## config.mk

```make
export PLATFORM = sky130hd
export DESIGN_NAME = csi2_frame_controller
export DESIGN_NICKNAME = d
export VERILOG_FILES = /design/src/rtl/csi2_frame_controller.sv
export SDC_FILE = /design/constraint.sdc
export NUM_CORES = 1
export LEC_CHECK = 0
export CAP_MARGIN = 30
export CELL_PAD_IN_SITES_DETAIL_PLACEMENT = 2
export CELL_PAD_IN_SITES_GLOBAL_PLACEMENT = 2
export CORE_MARGIN = 2
export CORE_UTILIZATION = 30
export DETAILED_ROUTE_END_ITERATION = 7
export HOLD_SLACK_MARGIN = 0.08
export PLACE_DENSITY = 0.84
export SETUP_SLACK_MARGIN = 0.3
export SLEW_MARGIN = 20
export SYNTH_ARGS = -nofsm -noshare
export SYNTH_HDL_FRONTEND = slang
export SYNTH_SLANG_ARGS = --single-unit
```

## constraint.sdc

```tcl
create_clock -name clock -period 2.6 [get_ports clock]
set_clock_uncertainty 0.05 [all_clocks]
set_input_delay 0.39 -clock clock [delete_from_list [all_inputs] [get_ports clock]]
set_output_delay 0.39 -clock clock [all_outputs]
set_load 0.02 [all_outputs]
```

## src/rtl/csi2_frame_controller.sv

```systemverilog
// csi2_frame_controller: CSI-2 frame/line sequencer with per-VC payload forwarding and lane reset control.
// Optional build macro CSI2_FRAME_NUMBER_CHECK_EN enables FS frame-number continuity checking.
module csi2_frame_controller #(
    parameter int NUM_LANES      = 2,
    parameter int LINE_WIDTH     = 12,
    parameter int RESET_CYCLES   = 4,
    parameter int TIMEOUT_CYCLES = 65535
) (
    input  logic                  clock,
    input  logic                  reset_n,
    input  logic                  header_valid,
    input  logic [1:0]            header_vc,
    input  logic [5:0]            header_data_type,
    input  logic [15:0]           header_word_count,
    input  logic                  header_ecc_ok,
    input  logic                  payload_valid,
    input  logic [31:0]           payload_data,
    input  logic [1:0]            vc_select,
    input  logic                  clear_errors,
    output logic [NUM_LANES-1:0]  lane_reset,
    output logic                  frame_active,
    output logic                  line_active,
    output logic [31:0]           pixel_data,
    output logic                  pixel_valid,
    output logic                  pixel_last,
    output logic [15:0]           frame_number,
    output logic [LINE_WIDTH-1:0] line_count,
    output logic                  frame_done,
    output logic                  error_ecc,
    output logic                  error_sequence,
    output logic                  error_timeout
);
    typedef enum logic [1:0] {IDLE, FRAME, LINE, DRAIN} state_t;
    localparam int TW = $clog2(TIMEOUT_CYCLES + 1);

    state_t                state_q, state_d, base, cur;
    logic                  frame_active_q, frame_active_d, line_active_q, line_active_d;
    logic [31:0]           pixel_data_q, pixel_data_d;
    logic                  pixel_valid_q, pixel_valid_d, pixel_last_q, pixel_last_d;
    logic [15:0]           frame_number_q, frame_number_d;
    logic [LINE_WIDTH-1:0] line_count_q, line_count_d;
    logic                  frame_done_q, frame_done_d;
    logic                  err_ecc_q, err_ecc_d, err_seq_q, err_seq_d, err_to_q, err_to_d;
    logic [14:0]           words_q, words_d, words_hdr;
    logic [TW-1:0]         timer_q, timer_d;
    logic [3:0]            rst_cnt_q, rst_cnt_d;
    logic                  busy, pay, is_long, lr_trig, set_ecc, set_seq, set_to;
`ifdef CSI2_FRAME_NUMBER_CHECK_EN
    logic                  fn_seen_q, fn_seen_d;
    logic [15:0]           fn_next;
    assign fn_next = (frame_number_q == 16'hFFFF) ? 16'h0001 : frame_number_q + 16'h0001;
`endif

    assign busy      = (state_q == LINE) || (state_q == DRAIN);
    assign base      = frame_active_q ? FRAME : IDLE;
    assign pay       = payload_valid && (rst_cnt_q == 4'd0);
    assign is_long   = header_data_type >= 6'h10;
    assign words_hdr = 15'(({1'b0, header_word_count} + 17'd3) >> 2);

    always_comb begin
        state_d        = state_q;
        cur            = busy ? base : state_q;
        frame_active_d = frame_active_q;
        line_active_d  = line_active_q;
        pixel_data_d   = pixel_data_q;
        pixel_valid_d  = 1'b0;
        pixel_last_d   = 1'b0;
        frame_number_d = frame_number_q;
        line_count_d   = line_count_q;
        frame_done_d   = 1'b0;
        words_d        = words_q;
        timer_d        = timer_q;
        lr_trig        = 1'b0;
        set_ecc        = 1'b0;
        set_seq        = 1'b0;
        set_to         = 1'b0;
`ifdef CSI2_FRAME_NUMBER_CHECK_EN
        fn_seen_d      = fn_seen_q;
`endif
        if (header_valid) begin
            // A header arriving mid-packet aborts it; the header is then handled from the resting state.
            state_d       = cur;
            line_active_d = 1'b0;
            set_seq       = busy && header_ecc_ok;
            if (!header_ecc_ok) begin
                set_ecc = 1'b1;
                lr_trig = 1'b1;
            end else if (header_vc != vc_select) begin
                if (is_long && header_word_count != 16'd0) begin
                    state_d = DRAIN;
                    words_d = words_hdr;
                    timer_d = '0;
                end else begin
                    lr_trig = 1'b1;
                end
            end else if (!is_long) begin
                lr_trig = 1'b1;
                if (header_data_type == 6'h00) begin
                    if (cur == FRAME) set_seq = 1'b1;
`ifdef CSI2_FRAME_NUMBER_CHECK_EN
                    if (fn_seen_q && header_word_count != 16'd0 && header_word_count != fn_next) set_seq = 1'b1;
                    fn_seen_d = 1'b1;
`endif
                    frame_number_d = header_word_count;
                    line_count_d   = '0;
                    frame_active_d = 1'b1;
                    state_d        = FRAME;
                end else if (header_data_type == 6'h01) begin
                    if (cur == FRAME) begin
                        frame_active_d = 1'b0;
                        frame_done_d   = 1'b1;
                        state_d        = IDLE;
                    end else begin
                        set_seq = 1'b1;
                    end
                end
            end else if (header_word_count == 16'd0) begin
                lr_trig = 1'b1;
            end else begin
                words_d = words_hdr;
                timer_d = '0;
                if (cur == FRAME) begin
                    state_d       = LINE;
                    line_active_d = 1'b1;
                end else begin
                    set_seq = 1'b1;
                    state_d = DRAIN;
                end
            end
        end else if (busy) begin
            if (pay) begin
                words_d = words_q - 15'd1;
                timer_d = '0;
                if (state_q == LINE) begin
                    pixel_data_d  = payload_data;
                    pixel_valid_d = 1'b1;
                end
                if (words_q == 15'd1) begin
                    lr_trig       = 1'b1;
                    state_d       = base;
                    line_active_d = 1'b0;
                    if (state_q == LINE) begin
                        pixel_last_d = 1'b1;
                        line_count_d = (&line_count_q) ? line_count_q : line_count_q + 1'b1;
                    end
                end
            end else if (timer_q == TW'(TIMEOUT_CYCLES - 1)) begin
                set_to        = 1'b1;
                lr_trig       = 1'b1;
                state_d       = base;
                line_active_d = 1'b0;
            end else begin
                timer_d = timer_q + 1'b1;
            end
        end
        rst_cnt_d = lr_trig ? 4'(RESET_CYCLES) : (rst_cnt_q != 4'd0) ? rst_cnt_q - 4'd1 : 4'd0;
        err_ecc_d = (err_ecc_q & ~clear_errors) | set_ecc;
        err_seq_d = (err_seq_q & ~clear_errors) | set_seq;
        err_to_d  = (err_to_q & ~clear_errors) | set_to;
    end

    always_ff @(posedge clock or negedge reset_n) begin
        if (!reset_n) begin
            state_q        <= IDLE;
            frame_active_q <= 1'b0;
            line_active_q  <= 1'b0;
            pixel_data_q   <= '0;
            pixel_valid_q  <= 1'b0;
            pixel_last_q   <= 1'b0;
            frame_number_q <= '0;
            line_count_q   <= '0;
            frame_done_q   <= 1'b0;
            err_ecc_q      <= 1'b0;
            err_seq_q      <= 1'b0;
            err_to_q       <= 1'b0;
            words_q        <= '0;
            timer_q        <= '0;
            rst_cnt_q      <= '0;
`ifdef CSI2_FRAME_NUMBER_CHECK_EN
            fn_seen_q      <= 1'b0;
`endif
        end else begin
            state_q        <= state_d;
            frame_active_q <= frame_active_d;
            line_active_q  <= line_active_d;
            pixel_data_q   <= pixel_data_d;
            pixel_valid_q  <= pixel_valid_d;
            pixel_last_q   <= pixel_last_d;
            frame_number_q <= frame_number_d;
            line_count_q   <= line_count_d;
            frame_done_q   <= frame_done_d;
            err_ecc_q      <= err_ecc_d;
            err_seq_q      <= err_seq_d;
            err_to_q       <= err_to_d;
            words_q        <= words_d;
            timer_q        <= timer_d;
            rst_cnt_q      <= rst_cnt_d;
`ifdef CSI2_FRAME_NUMBER_CHECK_EN
            fn_seen_q      <= fn_seen_d;
`endif
        end
    end

    assign lane_reset     = {NUM_LANES{rst_cnt_q != 4'd0}};
    assign frame_active   = frame_active_q;
    assign line_active    = line_active_q;
    assign pixel_data     = pixel_data_q;
    assign pixel_valid    = pixel_valid_q;
    assign pixel_last     = pixel_last_q;
    assign frame_number   = frame_number_q;
    assign line_count     = line_count_q;
    assign frame_done     = frame_done_q;
    assign error_ecc      = err_ecc_q;
    assign error_sequence = err_seq_q;
    assign error_timeout  = err_to_q;
endmodule

```

Yosys cells after proc, flatten, opt, wreduce, memory -nomap -nowiden

Cells that the tools add are included.

Add/subtract/negate cells: 5
$lt $le $gt $ge: 1
Eq/ne operators: 17
Mux-type cells: 96
Bitwise operators: 10
Reduce and logical (&&, ||, !) cells: 24

Operators with widths:

| kind                                                  | count |
|---|---|
| two-way mux 16 bit                                    | 9 |
| two-way mux 12 bit                                    | 10 |
| two-way mux 15 bit                                    | 8 |
| two-way mux 1 bit                                     | 53 |
| two-way mux 2 bit                                     | 14 |
| AND reduction 6 bit                                   | 3 |
| adder 16 x 2 -> 17 bit, second input constant         | 1 |
| adder 16 x 1 -> 16 bit, second input constant         | 1 |
| == test 16 bit, second input constant                 | 1 |
| zero test 16 bit                                      | 1 |
| nonzero test 16 bit                                   | 1 |
| == test 15 x 1 -> 1 bit, second input constant        | 1 |
| subtractor 15 x 1 -> 15 bit, second input constant    | 1 |
| adder 12 x 1 -> 12 bit, second input constant         | 1 |
| AND reduction 12 bit                                  | 1 |
| nonzero test 2 bit                                    | 6 |
| AND reduction 9 bit                                   | 1 |
| two-way mux 4 bit                                     | 2 |
| == test 6 x 1 -> 1 bit, second input constant         | 1 |
| >= comparator 6 x 5 -> 1 bit, second input constant   | 1 |
| zero test 6 bit                                       | 1 |
| inequality test 2 bit, second input constant          | 3 |
| inequality test 3 x 2 -> 1 bit, second input constant | 2 |
| inequality test 3 bit, second input constant          | 2 |
| 17 further kinds                                      | 28 |

Register bits: 105
Input bits: 64
Logic and storage cells: 168

Longest topological paths before layout

Gate-level depths: netlist (run 1).

Word-level depth: 12
Mapped depth: 8
Depth with buffers taken out: 7

Least setup slack after synthesis (run 1)

No wires, ideal clock.

Kind: input-to-reg
Start: in header_data_type[5]
End: reg line_count_q[1] (netlist: line_count[1])
Setup time: 129 ps
Arrival: 1941 ps
Required time: 2421 ps
Setup slack: 480 ps
Stages: 7
Cells stage by stage: or2_4 > or4_1 > buf_2 > or4_4 > buf_6 > nand3_2 > o21ai_2

Cells in the longest elaborated chain, start to end: 3

RTL lines:

| element                                                                                         | line   | source |
|---|---|---|
| start: declaration                                                                              | 13     | `input logic [5:0] header_data_type,` |
| >= comparator 6 x 5 -> 1 bit / zero test 6 bit (equally long branches)                          | 57, 98 |  |
| inequality test 2 bit (no source line) / inequality test 2 x 1 -> 1 bit (equally long branches) | -      |  |
| AND reduction 9 bit (no source line) *                                                          | -      |  |
| end signal: assignment                                                                          | 190    | `line_count_q <= line_count_d;` |
| end: declaration                                                                                | 41     | `logic [LINE_WIDTH-1:0] line_count_q, line_count_d;` |

Mark *: on every way between the ends. The rest lies on a longest branch, timed or not.
A chain may end at the register's enable or synchronous reset.

Worst setup path after layout (run 1)

Start: reg words_q[11]
End: reg line_count_q[11] (netlist: line_count[11])

Cells in the longest elaborated chain, start to end: 3

RTL lines:

| element                              | line | source |
|---|---|---|
| start: declaration                   | 44   | `logic [14:0] words_q, words_d, words_hdr;` |
| start signal: assignment             | 195  | `words_q <= words_d;` |
| == test 15 x 1 -> 1 bit              | 138  | `if (words_q == 15'd1) begin` |
| nonzero test 2 bit (no source line)  | -    |  |
| AND reduction 9 bit (no source line) | -    |  |

Every way passes these cells.

==> results.json, run 1 <==
{
  "synth_top_area_share_pct": 46.5,
  "dieHeight_um": 141,
  "wire_per_inst_um": 25.3,
  "placed_cell_area_mm2": 0.00755,
  "slew_headroom_pct": 52.9,
  "muxShareOfSynthArea_pct": 7.79,
  "vias_per_cell": 5.65,
  "antenna_found_initial": 0,
  "synthArstFlopShare_pct": 100,
  "final_common_cell": "clkdlybuf4s50_1",
  "avgSynthCellArea_um2": 10.0,
  "place_inst": 954,
  "synth_ff_type": "dfrtp_1",
  "place_hpwl_mm": 14.9,
  "firstDrtPassIters": 5,
  "reg2reg_depth": 5,
  "cts_htree_levels": 3,
  "nets": 829,
  "synth_top_cell_by_area": "dfrtp_1",
  "drt-total-wl_mm": 25.2,
  "worstMarginPinSlew_ns": 0.700,
  "r2r-end": "line_count[11]$_DFFE_PN0P_",
  "synth_top_family_by_area": "simple AND/OR/NAND/NOR gates",
  "slew_viol_final": 0,
  "rsz0062_at_grt": "true",
  "synth_adder_area_share_pct": 1.55,
  "maxCapViolations": 0,
  "io_buffers": 133,
  "via_count": 5630,
  "instances_no_fill": 997,
  "layout-drive-gt1-share_pct": 25.0,
  "design_area_mm2": 0.00841,
  "fillers": 1882,
  "timing.final.hold_violations": 0,
  "peakVddDrop_v": 0.000331,
  "syn_inst": 564,
  "yosysSeqAreaShare_pct": 46.5,
  "final_cell_mix": "clkdlybuf4s50_1 (130), dfrtp_1 (104), nand2_1 (77), buf_4 (65), nor2_1 (27)",
  "yosys.area_share.simple_pct": 24.0,
  "period_share_pct": 93.9,
  "synth_compound_area_share_pct": 14.3,
  "yosysWarnings": 0,
  "synth-edff-count": 0,
  "gp_congestion": 0.794,
  "grt_max_degree": 50,
  "synth_seq_cells": 105,
  "synth-xor-area-share_pct": 2.32,
  "cp_data_arrival_time_ns": 2.68,
  "coreArea_mm2": 0.0186,
  "drt-initial-drc-count": 264,
  "yosys-top-cells-area": "dfrtp_1 (46%), mux2_2 (6.4%), nand2_1 (5.2%), a21oi_1 (2.5%), o21ai_0 (2.0%)",
  "grtUsageTotal_pct": 22.3,
  "grt_pass1_wl_mm": 35.1,
  "ant_nets": 0,
  "drc": 0,
  "fp.dieW_um": 141,
  "cts-root-buf": "clkbuf_16",
  "overflow": 0,
  "initial_core_util_pct": 30.4,
  "netlist_area_mm2": 0.00565,
  "pre_cts_slack_ns": -0.0686,
  "syn2layout_area_growth_pct": 48.9,
  "final_core_util_pct": 45.3,
  "cts.path.max_buffers": 2,
  "syn_nets": 635,
  "path_clk_slew_ns": 0.08,
  "diodes": 0,
  "cts_tree": "built",
  "reg2reg_slack_ns": 0.16,
  "critPathRequiredTime_ns": 2.84,
  "status": "complete, no violations",
  "clk_latency_ns": 0.37,
  "r2r-start": "words_q[11]$_DFFE_PN0P_",
  "num_rows": 50,
  "setup_viol": 0,
  "min_period_ns": 2.44,
  "cts_sinks": 105,
  "total_power_mw": 6.51,
  "dieArea_mm2": 0.0200,
  "p_leak_nw": 3.53,
  "worst_slack_ns": 0.159,
  "yosysUniqueCellTypes": 63,
  "start_kind": "flop",
  "fmax_mhz": 410,
  "hold_path_class": "in2async",
  "ios": 134,
  "numCtsBuffers": 9,
  "path_class": "reg2reg",
  "p_per_area_mw_per_mm2": 774,
  "end_kind": "flop",
  "grt_pass1_vias": 6163,
  "crit_fanout": 6
}
worst max path at each step:
stage                            start                    endpoint  slack [ns]
3_5_place_dp      header_word_count[4]      rst_cnt_q[0]$_DFF_PN0_       -0.07
5_1_grt        words_q[11]$_DFFE_PN0P_  line_count[11]$_DFFE_PN0P_        0.12
3_3_place_gp              header_valid      timer_q[6]$_DFFE_PN0P_       -0.04
2_1_floorplan      header_data_type[5]   line_count[1]$_DFFE_PN0P_        0.48
4_1_cts         rst_cnt_q[0]$_DFF_PN0_  pixel_data[16]$_DFFE_PN0P_        0.28
6_report       words_q[11]$_DFFE_PN0P_  line_count[11]$_DFFE_PN0P_        0.16
state kept, by name (all words and copies together), names as in the netlist, 2 cells and up:
register	flops
frame_number	16
line_count	12
pixel_data	32
rst_cnt_q	4
state_q	2
timer_q	16
words_q	15
synth_stat cells, types with 8 or more instances:
library cell / count
clkbuf_1: 12
o21ai_0: 23
o221a_2: 10
mux2i_1: 8
or4_1: 14
a21oi_1: 28
inv_1: 15
nor2_1: 30
nor4_1: 17
mux2_2: 32
dfrtp_1: 105
buf_2: 11
a31oi_1: 13
o31ai_1: 12
nand3_1: 16
nor3_1: 10
nand2_1: 78
xnor2_1: 11
nand4_1: 12
a21o_1: 8
repair_timing:
item	CTS	global route
hold buffers	1	0
gates cloned	3	3
endpoints found under the hold margin	24	0
resized for setup	12	46
pin swaps	7	7
setup endpoints to repair	45	63
setup buffers	9	11
per-stage QoR:
| step | hold slack, ns | TNS (ns) |
|---|---|---|
| floorplan | 0.0444 | 0 |
| global placement | 0.282 | -0.294 |
| detailed placement | 0.282 | -0.275 |
| CTS | 0.429 | 0 |
| global route | 0.463 | 0 |
| finish | 0.437 | 0 |
metal layers:
metal  routed length (um)  vias to the layer above  global-route usage [%]
met1                10200                     2916                    27.1
li1                     -                     2487                       -
met4                  680                        0                    5.00
met2                13400                      181                    41.0
met3                  895                       46                    4.22
met5                    0                        -                       0
where the power goes:
part           leakage [nW]  total, mW  switching (mW)  internal, mW
combinational          1.96       2.55            1.31          1.24
clock                 0.161       1.58           0.698         0.882
sequential             1.41       2.38           0.406          1.97
kinds of logic (layout without fill, tap and decap cells):
| group | count (synthesis) | in the layout |
|---|---|---|
| and+or+nand+nor | 236 | 237 |
| AOI/OAI and AO/OA | 117 | 118 |
| DFF | 105 | 105 |
| buffers and inverters | 44 | 241 |
| muxes | 40 | 40 |
| xor gates and xnor gates | 15 | 15 |
| adders and majority gates | 7 | 7 |
area by class of cell:
class | count | area (um^2) | area share (%)
multi-input combinational | 417 | 3060 | 36.3
sequential | 105 | 2630 | 31.2
timing repair buffer | 210 | 2050 | 24.4
tap | 234 | 293 | 3.48
clock buffer | 11 | 243 | 2.88
clock inverter | 5 | 86.3 | 1.03
inverter | 15 | 56.3 | 0.669
worst max-delay path: stages (launching register included):
cell and delay, ns:
dfrtp_1 0.49, nor4_4 0.53, nand4_4 0.21, nor4_4 0.38, or4b_4 0.52, a21oi_2 0.19
No activity file was read; power rests on OpenSTA's default activity.
==> run 2, diff against run 1 <==
--- a/config.mk
+++ b/config.mk
@@ -9,11 +9,12 @@
 export CELL_PAD_IN_SITES_DETAIL_PLACEMENT = 2
 export CELL_PAD_IN_SITES_GLOBAL_PLACEMENT = 2
 export CORE_MARGIN = 2
-export CORE_UTILIZATION = 30
+export CORE_UTILIZATION = 31
 export DETAILED_ROUTE_END_ITERATION = 7
 export HOLD_SLACK_MARGIN = 0.08
-export PLACE_DENSITY = 0.84
+export PLACE_DENSITY = 0.86
 export SETUP_SLACK_MARGIN = 0.3
+export SKIP_LAST_GASP = 1
 export SLEW_MARGIN = 20
 export SYNTH_ARGS = -nofsm -noshare
 export SYNTH_HDL_FRONTEND = slang
==> run 2 against run 1 <==
Compared with the run above:
- critical path depth is 3 higher
- highest routed layer unchanged
- sequential share of layout area fell by 0.39 points
- setup slack worse by 0.095 ns
==> results.json, run 2 (synthesis results as in run 1) <==
{
  "crit_fanout": 8,
  "num_rows": 49,
  "cp_slowest_stage_delay_ns": 0.58,
  "diodes": 0,
  "critPathTopFamily": "compound AO/OA/AOI/OAI gates",
  "firstDrtPassIters": 5,
  "ios": 134,
  "drt-total-wl_mm": 29.1,
  "finalSetupTns_ns": 0,
  "rsz0062_at_grt": "true",
  "cts.path.max_buffers": 2,
  "critPathRequiredTime_ns": 2.77,
  "slew_headroom_pct": 47.6,
  "numCtsBuffers": 9,
  "setup_viol": 0,
  "final_common_cell": "clkdlybuf4s50_1",
  "r2r-start": "rst_cnt_q[1]$_DFF_PN0_",
  "cp_num_cells": 8,
  "period_share_pct": 97.5,
  "cts_sinks": 105,
  "min_period_ns": 2.54,
  "largest_reg_flops": 32,
  "start_kind": "flop",
  "grtUsageTotal_pct": 25.1,
  "fmax_mhz": 394,
  "pre_cts_slack_ns": -0.0653,
  "reg2reg_slack_ns": 0.06,
  "maxCapViolations": 0,
  "antenna_found_initial": 0,
  "nets": 831,
  "slew_viol_final": 0,
  "cp_data_arrival_time_ns": 2.71,
  "startpoint": "rst_cnt_q[1]$_DFF_PN0_",
  "coreArea_mm2": 0.0179,
  "peakVddDrop_v": 0.000448,
  "gp_congestion": 0.798,
  "path_clk_slew_ns": 0.09,
  "syn2layout_area_growth_pct": 50.9,
  "cts-root-buf": "clkbuf_16",
  "via_count": 5947,
  "overflow": 0,
  "reg2reg_depth": 8,
  "dieHeight_um": 139,
  "cts_htree_levels": 3,
  "cts_tree": "built",
  "total_power_mw": 6.67,
  "place_inst": 948,
  "p_per_area_mw_per_mm2": 782,
  "worstMarginPinSlew_ns": 0.778,
  "grt_pass1_vias": 6419,
  "r2r-end": "line_count[11]$_DFFE_PN0P_",
  "worst_slack_ns": 0.0641,
  "drc": 0,
  "status": "complete, no violations",
  "vias_per_cell": 5.98,
  "end_kind": "flop",
  "ant_nets": 0,
  "io_buffers": 133,
  "timing.final.hold_violations": 0,
  "grt_pass1_wl_mm": 38.1,
  "initial_core_util_pct": 31.6,
  "crit_path_end": "line_count[11]$_DFFE_PN0P_",
  "slowest_stage": "o41ai_1",
  "grt_max_degree": 50,
  "dieArea_mm2": 0.0193,
  "fp.dieW_um": 139,
  "final_core_util_pct": 47.6,
  "clk_latency_ns": 0.38,
  "worstPathCellList": "inv_2, ha_4, buf_4, nand4bb_4, nor3b_4, nand3_4, o41ai_1, a21oi_1",
  "p_leak_nw": 3.53,
  "wire_per_inst_um": 29.3,
  "path_class": "reg2reg",
  "cp.buffers_inverters": 2,
  "final_cell_mix": "clkdlybuf4s50_1 (130), dfrtp_1 (102), nand2_1 (77), buf_4 (67), nor2_1 (26)",
  "drt-initial-drc-count": 406,
  "place_hpwl_mm": 15.7,
  "hold_path_class": "reg2reg",
  "instances_no_fill": 994,
  "layout-drive-gt1-share_pct": 28.5
}
==> run 2: cell count changes in the layout (fill, tap and decap cells not counted), sizes merged, moves of 2 or more <==
cell / before / now
dlygate4sd2: 2 / 0
clkinv: 1 / 3
clkinvlp: 0 / 2
bufinv: 2 / 0
clkdlybuf4s15: 0 / 2
buf: 74 / 77
==> run 2: repair_timing <==
action / 4_1_cts / 5_1_grt
hold buffers: 1 / 0
setup buffers: 7 / 17
hold endpoints to repair: 36 / 0
gates cloned: 1 / 4
endpoints found under the setup margin: 27 / 79
resized for setup: 20 / 62
pin swaps: 7 / 13
==> run 2: metal layers <==
| metal | vias to the layer above | part of all wire (%) | GRT usage (%) |
|---|---|---|---|
| li1 | 2495 | - | - |
| met1 | 3060 | 38 | 28.3 |
| met2 | 296 | 53 | 47.6 |
| met5 | - | 0 | 0 |
| met3 | 96 | 4.2 | 3.80 |
| met4 | 0 | 4.9 | 9.20 |
==> run 2: metrics by stage <==
step	hold slack (ns)	area, um^2
global placement	0.340	7560
finish	0.460	8530
CTS	0.435	8040
global route	0.486	8530
floorplan	0.0444	5650
detailed placement	0.347	7570
==> run 2: layout make-up <==
class | instances | area (um^2)
Inverter | 15 | 60.1
Clock buffer | 9 | 225
Timing Repair Buffer | 213 | 2080
Sequential cell | 105 | 2630
Clock inverter | 7 | 80.1
Tap cell | 229 | 287
Fill cell | 1801 | 9370
Multi-Input combinational cell | 416 | 3160
==> run 2: worst min path at each step <==
| stage | end | depth (start not counted) | slack (ns) | start |
|---|---|---|---|---|
| 2_1_floorplan | error_ecc$_DFF_PN0_ | 0 | 0.04 | reset_n |
| 3_3_place_gp | pixel_data[31]$_DFFE_PN0P_ | 1 | 0.34 | reset_n |
| 3_5_place_dp | pixel_data[8]$_DFFE_PN0P_ | 1 | 0.35 | reset_n |
| 4_1_cts | rst_cnt_q[0]$_DFF_PN0_ | 1 | 0.44 | rst_cnt_q[0]$_DFF_PN0_ |
| 5_1_grt | pixel_data[17]$_DFFE_PN0P_ | 1 | 0.49 | pixel_data[17]$_DFFE_PN0P_ |
| 6_report | error_ecc$_DFF_PN0_ | 1 | 0.46 | error_ecc$_DFF_PN0_ |
==> run 2: where the power goes <==
group	internal, mW	switching [mW]	leakage [nW]	total [mW]
clock	0.689	0.814	0.146	1.50
sequential	1.97	0.435	1.40	2.41
combinational	1.29	1.47	1.98	2.76
==> run 3, diff against run 2 <==
--- a/config.mk
+++ b/config.mk
@@ -9,10 +9,10 @@
 export CELL_PAD_IN_SITES_DETAIL_PLACEMENT = 2
 export CELL_PAD_IN_SITES_GLOBAL_PLACEMENT = 2
 export CORE_MARGIN = 2
-export CORE_UTILIZATION = 31
+export CORE_UTILIZATION = 28
 export DETAILED_ROUTE_END_ITERATION = 7
 export HOLD_SLACK_MARGIN = 0.08
-export PLACE_DENSITY = 0.86
+export PLACE_DENSITY = 0.83
 export SETUP_SLACK_MARGIN = 0.3
 export SKIP_LAST_GASP = 1
 export SLEW_MARGIN = 20
==> constraint.sdc (replaced) <==
create_clock -name clock -period 2.1 [get_ports clock]
set_clock_uncertainty 0.05 [all_clocks]
set_input_delay 0.315 -clock clock [delete_from_list [all_inputs] [get_ports clock]]
set_output_delay 0.315 -clock clock [all_outputs]
set_load 0.02 [all_outputs]
==> run 3 against run 2 <==
Compared with the run above:
- the run now ends with setup timing left
- total power increased by 46%
- die area increased by 10%
- non-clock buffer count is 93 higher
- flip-flop and latch count is the same
- first-iteration DRC count increased by 23%
- maximum frequency hardly changed
- critical path depth rose by 3
- final cell count is 13% higher
- sequential share of layout area down 5.7 points
- wire length increased by 36%
==> results.json, run 3 (synthesis results as in run 1) <==
{
  "crit_path_frequent_cell": "buf_6",
  "grt_pass1_wl_mm": 47.7,
  "antenna_found_initial": 2,
  "cts_sinks": 105,
  "fp.dieW_um": 146,
  "via_count": 6734,
  "drt-initial-drc-count": 500,
  "num_rows": 51,
  "path_class": "reg2reg",
  "p_int_mw": 5.60,
  "crit_fanout": 8,
  "cts_tree": "built",
  "start_kind": "flop",
  "final_core_util_pct": 53.2,
  "hold_path_depth": 3,
  "swShare_pct": 42.5,
  "nets": 924,
  "finalSetupTns_ns": -24.52,
  "worstHoldEndpoint": "error_ecc$_DFF_PN0_",
  "gp_congestion": 0.828,
  "p_leak_nw": 4.63,
  "p_per_area_mw_per_mm2": 931,
  "total_power_mw": 9.74,
  "coreArea_mm2": 0.0197,
  "diodes": 0,
  "firstDrtPassIters": 5,
  "layout-drive-gt1-share_pct": 47.4,
  "critPathTopFamily": "buffers and inverters",
  "cts_htree_levels": 3,
  "worstMarginPinSlew_ns": 0.624,
  "ios": 134,
  "largest_reg_flops": 32,
  "drc": 0,
  "grt_max_degree": 37,
  "cp_slowest_stage_delay_ns": 0.43,
  "worst_slack_ns": -0.434,
  "reg2reg_slack_ns": -0.43,
  "initial_core_util_pct": 28.8,
  "syn2layout_area_growth_pct": 85.1,
  "fillers": 1930,
  "place_hpwl_mm": 16.9,
  "hp-start": "header_ecc_ok",
  "hold_path_class": "in2reg",
  "final_cell_mix": "buf_4 (122), dfrtp_1 (102), clkdlybuf4s50_1 (81), nand2_1 (44), buf_6 (29)",
  "grt_pass1_vias": 7226,
  "cts-root-buf": "clkbuf_16",
  "period_share_pct": 121,
  "vias_per_cell": 6.00,
  "setup_viol": 82,
  "end_kind": "flop",
  "dieArea_mm2": 0.0213,
  "cp_data_arrival_time_ns": 2.75,
  "maxCapViolations": 0,
  "min_period_ns": 2.53,
  "critPathRequiredTime_ns": 2.31,
  "fmax_mhz": 395,
  "peakVddDrop_v": 0.000387,
  "cts.path.max_buffers": 2,
  "r2r-start": "rst_cnt_q[0]$_DFF_PN0_",
  "io_buffers": 133,
  "switchingPower_mw": 4.14,
  "r2r-end": "pixel_data[30]$_DFFE_PN0P_",
  "slowest_stage": "dfrtp_1",
  "reg2reg_depth": 11,
  "pwr-share-comb_pct": 50.4,
  "rsz0062_at_grt": "true",
  "whs_ns": 0.321,
  "path_clk_slew_ns": 0.10,
  "dieHeight_um": 146,
  "wire_per_inst_um": 35.2,
  "final_common_cell": "buf_4",
  "status": "finished with violations",
  "p_clk_share_pct": 19.7,
  "timing.final.hold_violations": 0,
  "overflow": 0,
  "seqPwrFrac_pct": 29.9,
  "grtUsageTotal_pct": 29.7,
  "worstPathCellList": "inv_2, ha_4, and4bb_2, buf_6, nand3b_1, buf_4, buf_6, nor2_4, buf_12, clkbuf_16, mux2_2",
  "slew_viol_final": 0,
  "numCtsBuffers": 9,
  "startpoint": "rst_cnt_q[0]$_DFF_PN0_",
  "violations": "setup timing",
  "pre_cts_slack_ns": -0.566,
  "slew_headroom_pct": 58.1,
  "ant_nets": 0,
  "drt-total-wl_mm": 39.5,
  "clk_latency_ns": 0.38,
  "cp.buffers_inverters": 6
}
[run 3: per-stage QoR]
stage,area (um^2),cells
after global placement,8080,1034
final,10500,1123
after floorplan,5760,564
after CTS,9300,1087
after global routing,10500,1123
after detailed placement,8090,1035
[run 3: area by class of cell]
type | count | area [um^2] | share of cell area [%]
inverters | 15 | 60.1 | 0.574
clock buffers | 9 | 225 | 2.15
flip-flops and latches | 105 | 2630 | 25.2
well taps | 265 | 332 | 3.17
multi-input cells | 416 | 4000 | 38.2
clock inverters | 7 | 82.6 | 0.789
repair buffers | 306 | 3130 | 29.9
[run 3: how the worst max path moves through the flow]
stage                     slack [ns]  cells past startpoint                    endpoint
after floorplan                 0.06                      7   line_count[1]$_DFFE_PN0P_
after global placement         -0.41                      7     timer_q[12]$_DFFE_PN0P_
after detailed placement       -0.57                      8      timer_q[3]$_DFFE_PN0P_
after CTS                      -0.17                      9  pixel_data[14]$_DFFE_PN0P_
after global routing           -0.47                     11     timer_q[13]$_DFFE_PN0P_
final                          -0.43                     11  pixel_data[30]$_DFFE_PN0P_
[run 3: worst min-delay path, stage by stage]
cell	delay, ns
dlymetal6s2s_1	0.15
buf_6	0.15
o2bb2ai_1	0.10
[run 3: power groups by stage]
| stage | Clock [mW] | Sequential, mW | Combinational (mW) |
|---|---|---|---|
| 6_report | 1.92 | 2.91 | 4.91 |
| 5_1_grt | 1.97 | 2.93 | 5.04 |
| 4_1_cts | 1.84 | 2.77 | 3.74 |
| 3_5_place_dp | 0 | 2.79 | 3.25 |
| 3_3_place_gp | 0 | 2.73 | 3.00 |
| 2_1_floorplan | 0 | 3.11 | 1.23 |
[run 3: layer usage]
layer	up-vias	track usage, %	share of wire (%)
met5	-	0	0.033
li1	2681	-	-
met3	177	5.09	6.1
met2	430	56.5	51
met4	2	14.9	6.9
met1	3444	31.3	36
[run 3: what timing repair did]
item	4_1_cts	5_1_grt
pin swaps	43	64
endpoints found under the hold margin	32	0
setup buffers	28	30
resized for setup	160	168
endpoints found under the setup margin	113	116
hold buffers	1	0
cloned	7	6
